## src/rtl/dm_access_pkg.sv

```systemverilog
// Shared definitions for the MEM-stage data-memory access controller.
// RV32I load/store encodings, FSM state type and timeout counter width.
package dm_access_pkg;

    localparam logic [2:0] LB  = 3'b000;
    localparam logic [2:0] LH  = 3'b001;
    localparam logic [2:0] LW  = 3'b010;
    localparam logic [2:0] LBU = 3'b100;
    localparam logic [2:0] LHU = 3'b101;
    localparam logic [2:0] SB  = 3'b000;
    localparam logic [2:0] SH  = 3'b001;
    localparam logic [2:0] SW  = 3'b010;

    localparam int TMO_CNT_W = 8;

    typedef enum logic {
        IDLE = 1'b0,
        WAIT = 1'b1
    } state_t;

endpackage

```

## src/rtl/store_align.sv

```systemverilog
// Store lane steering and access-fault detection.
// Purely combinational; no state, no backpressure.
module store_align
    import dm_access_pkg::*;
(
    input  logic [2:0]  i_funct3,
    input  logic [1:0]  i_addr_lo,
    input  logic [31:0] i_wdata,
    input  logic        i_read,
    input  logic        i_write,
    output logic [3:0]  o_we,
    output logic [31:0] o_wdata,
    output logic        o_misaligned,
    output logic        o_illegal
);

    logic w_f3_ok;

    always_comb begin
        o_we    = 4'b0000;
        o_wdata = i_wdata;
        w_f3_ok = 1'b0;
        if (i_write) begin
            case (i_funct3)
                SB: begin
                    w_f3_ok = 1'b1;
                    o_we    = 4'b0001 << i_addr_lo;
                    o_wdata = {4{i_wdata[7:0]}};
                end
                SH: begin
                    w_f3_ok = 1'b1;
                    o_we    = 4'b0011 << {i_addr_lo[1], 1'b0};
                    o_wdata = {2{i_wdata[15:0]}};
                end
                SW: begin
                    w_f3_ok = 1'b1;
                    o_we    = 4'b1111;
                end
                default: w_f3_ok = 1'b0;
            endcase
        end else if (i_read) begin
            case (i_funct3)
                LB, LH, LW, LBU, LHU: w_f3_ok = 1'b1;
                default:              w_f3_ok = 1'b0;
            endcase
        end
    end

    // funct3[1:0] encodes access size for both loads and stores
    assign o_misaligned = (i_read | i_write) &
                          (((i_funct3[1:0] == 2'b10) & (i_addr_lo != 2'b00)) |
                           ((i_funct3[1:0] == 2'b01) & i_addr_lo[0]));

    assign o_illegal = (i_read & i_write) | ((i_read | i_write) & ~w_f3_ok);

endmodule

```

## src/rtl/dm_access_ctrl.sv

```systemverilog
// MEM-stage data-memory access controller: request/ack handshake, ack timeout, MEM/WB register.
// Accept at T, dm_req at T+1, wb_valid one cycle after ack; stall held while an access is outstanding.
module dm_access_ctrl
    import dm_access_pkg::*;
#(
    parameter int ACK_TIMEOUT = 255
) (
    input  logic        clk,
    input  logic        rst_n,
    input  logic        req_valid,
    input  logic        req_read,
    input  logic        req_write,
    input  logic [2:0]  req_funct3,
    input  logic [31:0] req_addr,
    input  logic [31:0] req_wdata,
    output logic        stall,
    output logic        dm_req,
    output logic [3:0]  dm_we,
    output logic [31:0] dm_addr,
    output logic [31:0] dm_wdata,
    input  logic        dm_ack,
    input  logic [31:0] dm_rdata,
    output logic        wb_valid,
    output logic        wb_memread,
    output logic [31:0] wb_rdata,
    output logic [2:0]  wb_funct3,
    output logic [1:0]  wb_addr_lo,
    output logic        wb_err
);

    localparam logic [TMO_CNT_W-1:0] TMO_LAST = TMO_CNT_W'(ACK_TIMEOUT - 1);

    state_t                 r_state;
    state_t                 w_next_state;
    logic [TMO_CNT_W-1:0]   r_cnt;
    logic                   r_is_load;
    logic [2:0]             r_funct3;
    logic [1:0]             r_addr_lo;

    logic                   w_op;
    logic                   w_fault;
    logic                   w_accept;
    logic                   w_timeout_hit;
    logic                   w_complete;
    logic                   w_stall;
    logic [3:0]             w_we;
    logic [31:0]            w_wdata;
    logic                   w_misaligned;
    logic                   w_illegal;

    store_align u_store_align (
        .i_funct3     (req_funct3),
        .i_addr_lo    (req_addr[1:0]),
        .i_wdata      (req_wdata),
        .i_read       (req_read),
        .i_write      (req_write),
        .o_we         (w_we),
        .o_wdata      (w_wdata),
        .o_misaligned (w_misaligned),
        .o_illegal    (w_illegal)
    );

    assign w_op          = req_valid & (req_read | req_write);
    assign w_fault       = w_op & (w_misaligned | w_illegal);
    assign w_accept      = (r_state == IDLE) & w_op & ~w_fault;
    assign w_timeout_hit = (r_state == WAIT) & (r_cnt == TMO_LAST) & ~dm_ack;
    assign w_complete    = (r_state == WAIT) & (dm_ack | w_timeout_hit);

    always_ff @(posedge clk or negedge rst_n) begin
        if (!rst_n) begin
            r_state <= IDLE;
        end else begin
            r_state <= w_next_state;
        end
    end

    always_comb begin
        w_next_state = r_state;
        w_stall      = 1'b0;
        case (r_state)
            IDLE: begin
                if (w_op && !w_fault) begin
                    w_stall      = 1'b1;
                    w_next_state = WAIT;
                end
            end
            WAIT: begin
                w_stall = ~dm_ack & ~w_timeout_hit;
                if (dm_ack || w_timeout_hit) begin
                    w_next_state = IDLE;
                end
            end
            default: w_next_state = IDLE;
        endcase
    end

    // Reset forces stall low even if a valid request is presented
    assign stall = w_stall & rst_n;

    always_ff @(posedge clk or negedge rst_n) begin
        if (!rst_n) begin
            dm_req    <= 1'b0;
            dm_we     <= 4'b0000;
            dm_addr   <= 32'h0;
            dm_wdata  <= 32'h0;
            r_is_load <= 1'b0;
            r_funct3  <= 3'b000;
            r_addr_lo <= 2'b00;
            r_cnt     <= '0;
        end else if (w_accept) begin
            dm_req    <= 1'b1;
            dm_we     <= w_we;
            dm_addr   <= {req_addr[31:2], 2'b00};
            dm_wdata  <= w_wdata;
            r_is_load <= req_read;
            r_funct3  <= req_funct3;
            r_addr_lo <= req_addr[1:0];
            r_cnt     <= '0;
        end else if (w_complete) begin
            dm_req <= 1'b0;
            dm_we  <= 4'b0000;
        end else if (r_state == WAIT) begin
            r_cnt <= r_cnt + 1'b1;
        end
    end

    always_ff @(posedge clk or negedge rst_n) begin
        if (!rst_n) begin
            wb_valid   <= 1'b0;
            wb_memread <= 1'b0;
            wb_rdata   <= 32'h0;
            wb_funct3  <= 3'b000;
            wb_addr_lo <= 2'b00;
            wb_err     <= 1'b0;
        end else if (!w_stall) begin
            if (r_state == WAIT) begin
                // Unstalled in WAIT means either ack or timeout this cycle
                wb_valid   <= 1'b1;
                wb_memread <= r_is_load & dm_ack;
                wb_rdata   <= (r_is_load & dm_ack) ? dm_rdata : 32'h0;
                wb_funct3  <= r_funct3;
                wb_addr_lo <= r_addr_lo;
                wb_err     <= w_timeout_hit;
            end else begin
                wb_valid   <= req_valid;
                wb_memread <= 1'b0;
                wb_rdata   <= 32'h0;
                wb_funct3  <= req_funct3;
                wb_addr_lo <= req_addr[1:0];
                wb_err     <= w_fault;
            end
        end
    end

endmodule

```

## config.mk

```make
export PLATFORM = sky130hd
export DESIGN_NAME = dm_access_ctrl
export DESIGN_NICKNAME = d
export VERILOG_FILES = /design/src/rtl/dm_access_pkg.sv /design/src/rtl/store_align.sv /design/src/rtl/dm_access_ctrl.sv
export SDC_FILE = /design/constraint.sdc
export NUM_CORES = 1
export LEC_CHECK = 0
export BUFFER_PORTS_ARGS = -buffer_cell sky130_fd_sc_hd__buf_2
export CAP_MARGIN = 40
export CORE_MARGIN = 4
export CORE_UTILIZATION = 35
export CTS_BUF_LIST = sky130_fd_sc_hd__clkbuf_8
export DETAILED_ROUTE_END_ITERATION = 12
export GPL_ROUTABILITY_DRIVEN = 0
export PLACE_DENSITY = 0.66
export SLEW_MARGIN = 25
export SYNTH_ARGS = -nofsm -noshare
export SYNTH_HDL_FRONTEND = slang
export SYNTH_SLANG_ARGS = --single-unit
```

## constraint.sdc

```tcl
create_clock -name clk -period 2.13 [get_ports clk]
set_input_delay 0.3195 -clock clk [delete_from_list [all_inputs] [get_ports clk]]
set_output_delay 0.3195 -clock clk [all_outputs]
set_load 0.1 [all_outputs]
```

* Word-level counts from Yosys, hierarchy flattened
Cells that the tools add are included.
** Cells by class
- Add/sub/neg operators :: 1
- Equality and inequality tests :: 8
- Shift-type cells :: 2
- Multiplexer cells :: 26
- Bitwise operators :: 25
- Reduce and logical (&&, ||, !) cells :: 10
** Operators by type and width (count)
- 32-bit 2-to-1 mux :: 3
- 32-bit case mux with 2 select lines :: 1
- 8-bit 2-to-1 mux :: 3
- 1-bit bitwise AND :: 15
- 4-bit 2-to-1 mux :: 3
- 4-bit case mux with 3 select lines :: 1
- 1-bit 2-to-1 mux :: 11
- 8-bit by 1-bit adder with 8-bit output, second input constant :: 1
- 8-bit equality test, second input constant :: 1
- 3-bit equality test, second input constant :: 2
- 2-bit nonzero test :: 3
- 1-bit NOT :: 5
- 1-bit bitwise OR :: 5
- 5-bit OR reduction :: 1
- 1-bit case mux with 2 select lines :: 2
- 1-bit by 2-bit << shifter with 4-bit output, first input constant :: 1
- 2-bit by 2-bit << shifter with 4-bit output, first input constant :: 1
- 3-bit by 1-bit equality test with 1-bit output, second input constant :: 1
- 3-bit by 2-bit equality test with 1-bit output, second input constant :: 1
- 3-bit logical NOT :: 1
- 3-bit 2-to-1 mux :: 1
- 3-bit OR reduction :: 1
- 2-bit by 1-bit equality test with 1-bit output, second input constant :: 1
- 2-bit equality test, second input constant :: 1
- other kinds (6) :: 6
** Word-level totals
- Flip-flop bits (word level) :: 122
- Output and inout bits :: 110
- Word-level logic and storage cells :: 87

* Logic depth before layout (Yosys ltp)
Gate-level depths: netlist of run 1.
- Word-level depth :: 15
- Gate-level depth with buffers :: 9

* Cells and area by module
From an unflattened synthesis of run 1, not the netlist that was laid out.
** Second synthesis, totals
- Cells, all modules :: 535
- Area, all modules :: 5336.4 sq um
** Modules (own cells, without submodules)
- dm_access_ctrl :: times used 1, cells each 458, area each 4732.0 sq um, sequential area each 3052.9 sq um
- store_align :: times used 1, cells each 77, area each 604.3 sq um, sequential area each 0.0 sq um

* Least setup slack after synthesis of run 1
Ideal clock, no wire load.
- Path type :: flip-flop to output port
- Start :: register r_cnt[0]
- End :: output port stall
- Arrival time :: 2.130 ns
- Required time :: 1.811 ns
- Path slack :: -0.319 ns
- Cell stages (with the launch flop) :: 10
- Buffers on the path :: 1
- Cells stage by stage :: dfrtp_1 > inv_1 > ha_1 > nand2_1 > nor2_2 > a21oi_2 > nor2_2 > inv_2 > buf_6 > and2_1
** Between the ends
- Word-level cells in the longest chain between the ends :: 7
** Ends and longest elaborated chain
- start, declared :: RTL line dm_access_ctrl.sv:35 : logic [TMO_CNT_W-1:0] r_cnt;
- start signal, assigned :: RTL line dm_access_ctrl.sv:123 : r_cnt <= r_cnt + 1'b1;
- 8-bit equality test :: RTL line dm_access_ctrl.sv:66 : assign w_timeout_hit = (r_state == WAIT) & (r_cnt == TMO_LAST) & ~dm_ack;
- 1-bit bitwise AND (2 in series) :: RTL line dm_access_ctrl.sv:66
- 1-bit NOT :: RTL line dm_access_ctrl.sv:88 : w_stall = ~dm_ack & ~w_timeout_hit;
- 1-bit bitwise AND :: RTL line dm_access_ctrl.sv:88
- 1-bit case mux with 2 select lines :: RTL line dm_access_ctrl.sv:80 : case (r_state)
- 1-bit bitwise AND :: RTL line dm_access_ctrl.sv:98 : assign stall = w_stall & rst_n;
- end, declared :: RTL line dm_access_ctrl.sv:16 : output logic stall,
Every way passes these cells.

* Final worst setup path of run 1
Same ends and word-level chain as after synthesis.

==> flow_summary.ini, run 1 <==
[run_status]
status = complete, but fails checks
failed_checks = setup timing

[floorplan]
die_height_um = 129
rows = 43
io_pins = 215
die_area_mm2 = 0.0166
core_area_mm2 = 0.0141
initial_core_util_pct = 36.3
dieWidth_um = 129

[cells_and_area]
drive_gt1_share_pct = 38.4
final_common_cell = buf_2
diodes = 0
nets = 829
utilization_pct = 49.0
layout_common_cells = buf_2, nand2_1, dfrtp_1
areaGrowthSynthToFinish_pct = 34.8

[synthesis]
synth_compound_area_share_pct = 13.3
netlist_area_mm2 = 0.00512
synth_xor_area_share_pct = 0.855
muxShareOfSynthArea_pct = 5.28
syn_area_per_cell_um2 = 10.3
yosys.area.top_type_share_pct = 59.6
synthAdderAreaFrac_pct = 0.489
synthSimpleGateAreaFrac_pct = 16.5
synth_cells = 497
synth_ff_type = dfrtp_1
yosys_warnings = 0
ys_seq_area_share_pct = 59.6
synth-edff-count = 0
synth_area_leaders = dfrtp_1, nand2_1, a22o_1, mux2i_1, o21ai_0
synth.distinct_cells = 49
ys_seq_elements = 122
synth_top_family_by_area = simple AND/OR/NAND/NOR gates
synth_top_area_cell = dfrtp_1
ys_async_sr_fraction_pct = 100

[worst_setup_path]
crit_type = register to output pin
cp_cell_sequence = inv_1, ha_2, nand2_2, nor2_4, a21oi_2, nor2_2, inv_2, and2_4, buf_12
r2r_start = r_cnt[0]$_DFFE_PN0P_
crit_path_start_kind = register
crit_start = r_cnt[0]$_DFFE_PN0P_
rr_worst_depth = 10
r2r_setup_slack_ns = 0.27
crit_arrival_ns = 1.83
r2r-end = wb_rdata[31]$_DFFE_PN0N_
cpPeakStageDelay_ns = 0.38
crit_slowest_cell = dfrtp_1
end_kind = output pin
cp_max_fo = 2
critical_path_required_ns = 1.81

[placed_design]
io_buffers = 212
hpwl_um = 10100
pre_cts_ws_ns = 0.130

[routing]
avgRoutedWirePerCell_um = 15.7
drt_iter0_markers = 199
post-route-drc-count = 0
wirelength_um = 14300
viasPerCell = 4.90
ant_nets = 0
first_pass_iters = 4
vias = 4466

[run]
drv_cap = 0

[cts]
clkTransAtPathRegs_ns = 0.07
clock-root-buffer = clkbuf_8
clockBufferDepth = 2
cts_tree = done
numClockSinks = 122
clk_latency_ns = 0.43
ctsHoldBuffers = 0
htree_levels = 4
numCtsBuffers = 17

[power]
ir_worst_vdd_v = 0.00113
p_leak_nw = 3.75
powerDensity_mw_per_mm2 = 1370
power_mw = 9.45

[timing]
holdWs_ns = 0.0207
grt_setup_unrepaired = yes
tns_ns = -0.0208
setup_viol = 1
timing.final.ws_setup_ns = -0.0208
finClkSkew_ns = 0.0100
max_freq_mhz = 465
final_hold_viol_count = 0
period_needed_ns = 2.15
relSlewSlack_pct = 56.5
finalCritPeriodShare_pct = 101
slew_violations = 0
worstMarginPinSlew_ns = 0.636

[global_routing]
grt_max_degree = 123
antenna_found_initial = 2
gr-total-overflow = 0
grt_pass1_wl_um = 22500
track_usage_pct = 17.0
first_global_vias = 4487

[worst_hold_path]
worst_hold_path_type = input port to asynchronous set/reset pin
## flip-flops by register name, summed over array words and instances (netlist names), 2 cells and up
register    flops
dm_wdata       32
wb_rdata       32
dm_addr        30
r_cnt           8
dm_we           4
r_funct3        3
wb_funct3       3
r_addr_lo       2
wb_addr_lo      2
## per-stage QoR
stage / instance area [µm²] / instances
5_1_grt: 6900 / 912
2_1_floorplan: 5130 / 498
3_5_place_dp: 6400 / 872
6_report: 6900 / 912
3_3_place_gp: 6400 / 872
4_1_cts: 6850 / 906
## kinds of logic after synthesis
logic type      count (synthesis)
simple gates                  204
flops                         122
compound gates                 99
buf+inv                        37
mux                            27
xor+xnor                        5
fa+ha+maj                       2
other cells                     1
## Yosys cell counts, types with 5 or more instances
cell and number:
nor2_1 14, buf_2 13, a22o_1 32, mux2i_1 27, dfrtp_1 122, clkbuf_1 10
o21ai_0 42, nand2_1 165, a21oi_1 5
## routing by layer
metal / track usage, % / up-vias / part of all wire (%)
li1: - / 2114 / -
met5: 0 / - / 0.11
met1: 21.1 / 2142 / 41
met3: 6.85 / 33 / 8.4
met4: 6.55 / 4 / 2.2
met2: 26.7 / 173 / 48
## where the power goes
part	switching (mW)	total (mW)	internal, mW
clock network	0.905	2.13	1.22
logic	3.64	4.30	0.664
registers	0.251	3.02	2.77
total	4.80	9.45	4.65
## layout make-up
type	instances	area, µm²
clock buffer	20	275
clock inverter	9	124
fill	1329	7200
inverter	5	18.8
multi-input combinational	339	1900
sequential	122	3050
tap	180	225
timing repair buffer	237	1300
## critical path, delay by kind of cell, from the launching register on
kind	cells	cell delay, ns
AO/OA/AOI/OAI	1	0.07
adder cells (fa/ha/maj)	1	0.18
buffers and inverters	3	0.29
flip-flops	1	0.38
AND/OR/NAND/NOR	4	0.48
## timing repair
action,CTS,global route
pin swaps,4,2
gates resized for setup,4,2
setup buffers,5,6
endpoints found under the hold margin,0,0
endpoints found under the setup margin,1,1
## worst max path at each step
| stage | cells after the start | endpoint |
|---|---|---|
| 2_1_floorplan | 9 | stall |
| 3_3_place_gp | 8 | stall |
| 3_5_place_dp | 8 | stall |
| 4_1_cts | 9 | stall |
| 5_1_grt | 7 | stall |
| 6_report | 9 | stall |
No activity file was read; power rests on OpenSTA's default activity.
==> run 2, diff against run 1 <==
- PLACE_DENSITY: 0.66 -> 0.65
- SYNTH_HIERARCHICAL: default -> 1
==> run 2 against run 1 <==
The flow still finishes with violations (setup timing). Via count is essentially flat. Largest power group unchanged. Non-clock buffer count grew 1. Critical path type unchanged. Largest cell class unchanged. Synthesized cell count grew 7.6%. Global-route usage shrank 0.17 points. Utilization shrank 1.0 points. Synthesized area grew 4.2%. Flip-flop and latch count is the same. Sequential share of layout area shrank 1.1 points. Cell area grew 2.5%. Register-to-register slack gained 0.02 ns.
==> flow_summary.ini, run 2 <==
[timing]
relSlewSlack_pct = 55.1
setup_viol = 1
finalCritPeriodShare_pct = 101
grt_setup_unrepaired = yes
finClkSkew_ns = 0.00904
slew_violations = 0
period_needed_ns = 2.16
timing.final.ws_setup_ns = -0.0316
worstMarginPinSlew_ns = 0.674
final_hold_viol_count = 0
max_freq_mhz = 463

[synthesis]
ys_async_sr_fraction_pct = 100
synth-edff-count = 0
synthTopCellsByCount = nand2_1, dfrtp_1, a22o_1, a21oi_1, nor2_1
yosys.area.top_type_share_pct = 57.2
synth.distinct_cells = 41
yosys_warnings = 6
netlist_area_mm2 = 0.00534
synth_top_area_cell = dfrtp_1
syn_area_per_cell_um2 = 9.97
synth_ff_type = dfrtp_1
ys_seq_area_share_pct = 57.2
synth_cells = 535
yosysMostFrequentCell = nand2_1
synth_area_leaders = dfrtp_1, nand2_1, a22o_1, mux2_2, a21oi_1
ys_seq_elements = 122

[floorplan]
initial_core_util_pct = 36.2
rows = 44
core_area_mm2 = 0.0148
dieWidth_um = 131
die_height_um = 131
die_area_mm2 = 0.0173
io_pins = 215

[cells_and_area]
nFillCells = 1448
final_common_cell = buf_2
layout_common_cells = buf_2, nand2_1, dfrtp_1
diodes = 0
areaGrowthSynthToFinish_pct = 32.5
utilization_pct = 47.9
nets = 858
reg_top3 = dm_wdata: 32 flops, wb_rdata: 32 flops, dm_addr: 30 flops
drive_gt1_share_pct = 38.7

[routing]
wirelength_um = 14500
avgRoutedWirePerCell_um = 15.3
post-route-drc-count = 0
first_pass_iters = 4
drt_iter0_markers = 233
viasPerCell = 4.71
ant_nets = 0
vias = 4465

[cts]
numClockSinks = 122
clockBufferDepth = 2
numCtsBuffers = 17
cts_tree = done
clk_latency_ns = 0.43
htree_levels = 4
clkTransAtPathRegs_ns = 0.07
clock-root-buffer = clkbuf_8

[global_routing]
track_usage_pct = 16.8
antenna_found_initial = 0
grt_pass1_wl_um = 23400
gr-total-overflow = 0
grt_max_degree = 123
first_global_vias = 4426

[worst_setup_path]
cp_cell_sequence = inv_1, ha_2, nand4_4, o21bai_4, and2_4, inv_4, and2_4, buf_12
critPathMostFrequentCell = and2_4
crit_buf_inv = 3
cpPeakStageDelay_ns = 0.37
end_kind = output pin
r2r_start = r_cnt[0]$_DFFE_PN0P_
crit_slowest_cell = dfrtp_1
crit_type = register to output pin
critical_path_required_ns = 1.81
crit_start = r_cnt[0]$_DFFE_PN0P_
cp_max_fo = 2
critical-path-top-delay-family = simple AND/OR/NAND/NOR gates
crit_path_start_kind = register
crit_arrival_ns = 1.84

[placed_design]
pre_cts_ws_ns = 0.0653
io_buffers = 212
hpwl_um = 10200

[run]
drv_cap = 0

[power]
ir_worst_vdd_v = 0.000735
p_leak_nw = 3.94
powerDensity_mw_per_mm2 = 1360

[run_status]
status = complete, but fails checks
failed_checks = setup timing

[worst_hold_path]
worst_hold_path_type = input port to asynchronous set/reset pin
## run 2: changes by cell type after synthesis, moves of 6 or more
cell / before / now
nand2_1: 165 / 207
o211ai_1: 0 / 6
nand3_1: 2 / 9
buf_1: 1 / 7
o21ai_0: 42 / 9
buf_2: 13 / 6
buf_4: 4 / 10
a21oi_1: 5 / 26
mux2_2: 0 / 12
mux2i_1: 27 / 13
## run 2: what timing repair did
action / 4_1_cts / 5_1_grt
hold buffers: 0 / 0
pin swaps: 1 / 1
buffers inserted: 3 / 0
resized for setup: 3 / 0
setup endpoints to repair: 1 / 1
## run 2: logic make-up (layout without fill, tap and decap cells)
group | after synthesis | count (layout) | synth area share, %
AOI/OAI and AO/OA | 85 | 85 | 11.4
xor gates and xnor gates | 1 | 1 | 0.164
adders and majority gates | 2 | 2 | 0.469
buffers and inverters | 48 | 276 | 5.32
DFF | 122 | 122 | 57.2
muxes | 29 | 29 | 6.10
other | 1 | 2 | 0.0703
and+or+nand+nor | 247 | 247 | 19.2
## run 2: final timing paths
kind | end | slack (ns) | cells after the start
max | stall | -0.03 | 8
max in group asynchronous | dm_wdata[5]$_DFFE_PN0P_ | 1.60 | 2
min | wb_rdata[15]$_DFFE_PN0N_ | 0.005 | 2
min reg2reg | dm_addr[31]$_DFFE_PN0P_ | 0.47 | 2
max reg2reg | wb_rdata[16]$_DFFE_PN0N_ | 0.29 | 9
min in group clk | dm_addr[15]$_DFFE_PN0P_ | 0.07 | 3
## run 2: layout make-up
cell class,count,area (µm²),share of cell area (%)
sequential,122,3050,43.2
clock inverter,10,116,1.65
inverter,6,25.0,0.354
timing repair buffer,238,1320,18.7
tap,184,230,3.26
clock buffer,22,303,4.28
multi-input combinational,366,2020,28.6
## run 2: routing by layer
metal	GRT usage (%)	vias to the layer above	part of all wire (%)
met5	0	-	0
met2	26.1	173	46
li1	-	2193	-
met1	21.8	2082	44
met4	5.95	0	1.6
met3	6.19	17	8.3
## run 2: metrics by stage
stage | instances | total power, mW | TNS [ns] | hold slack, ns | instance area [µm²]
global route | 948 | 10.0 | -0.179 | 0.0345 | 7070
CTS | 948 | 9.73 | -0.108 | 0.0249 | 7070
floorplan | 536 | 6.69 | 0 | 0.0239 | 5350
global placement | 913 | 7.51 | 0 | 0.454 | 6620
detailed placement | 913 | 7.53 | 0 | 0.457 | 6620
finish | 948 | 9.60 | -0.0316 | 0.00481 | 7070
## run 2: where the power goes
| part | internal, mW | switching (mW) | leakage, nW |
|---|---|---|---|
| combinational | 0.679 | 3.77 | 2.16 |
| clock | 1.19 | 0.927 | 0.205 |
| sequential | 2.78 | 0.255 | 1.58 |
| total | 4.65 | 4.96 | 3.94 |
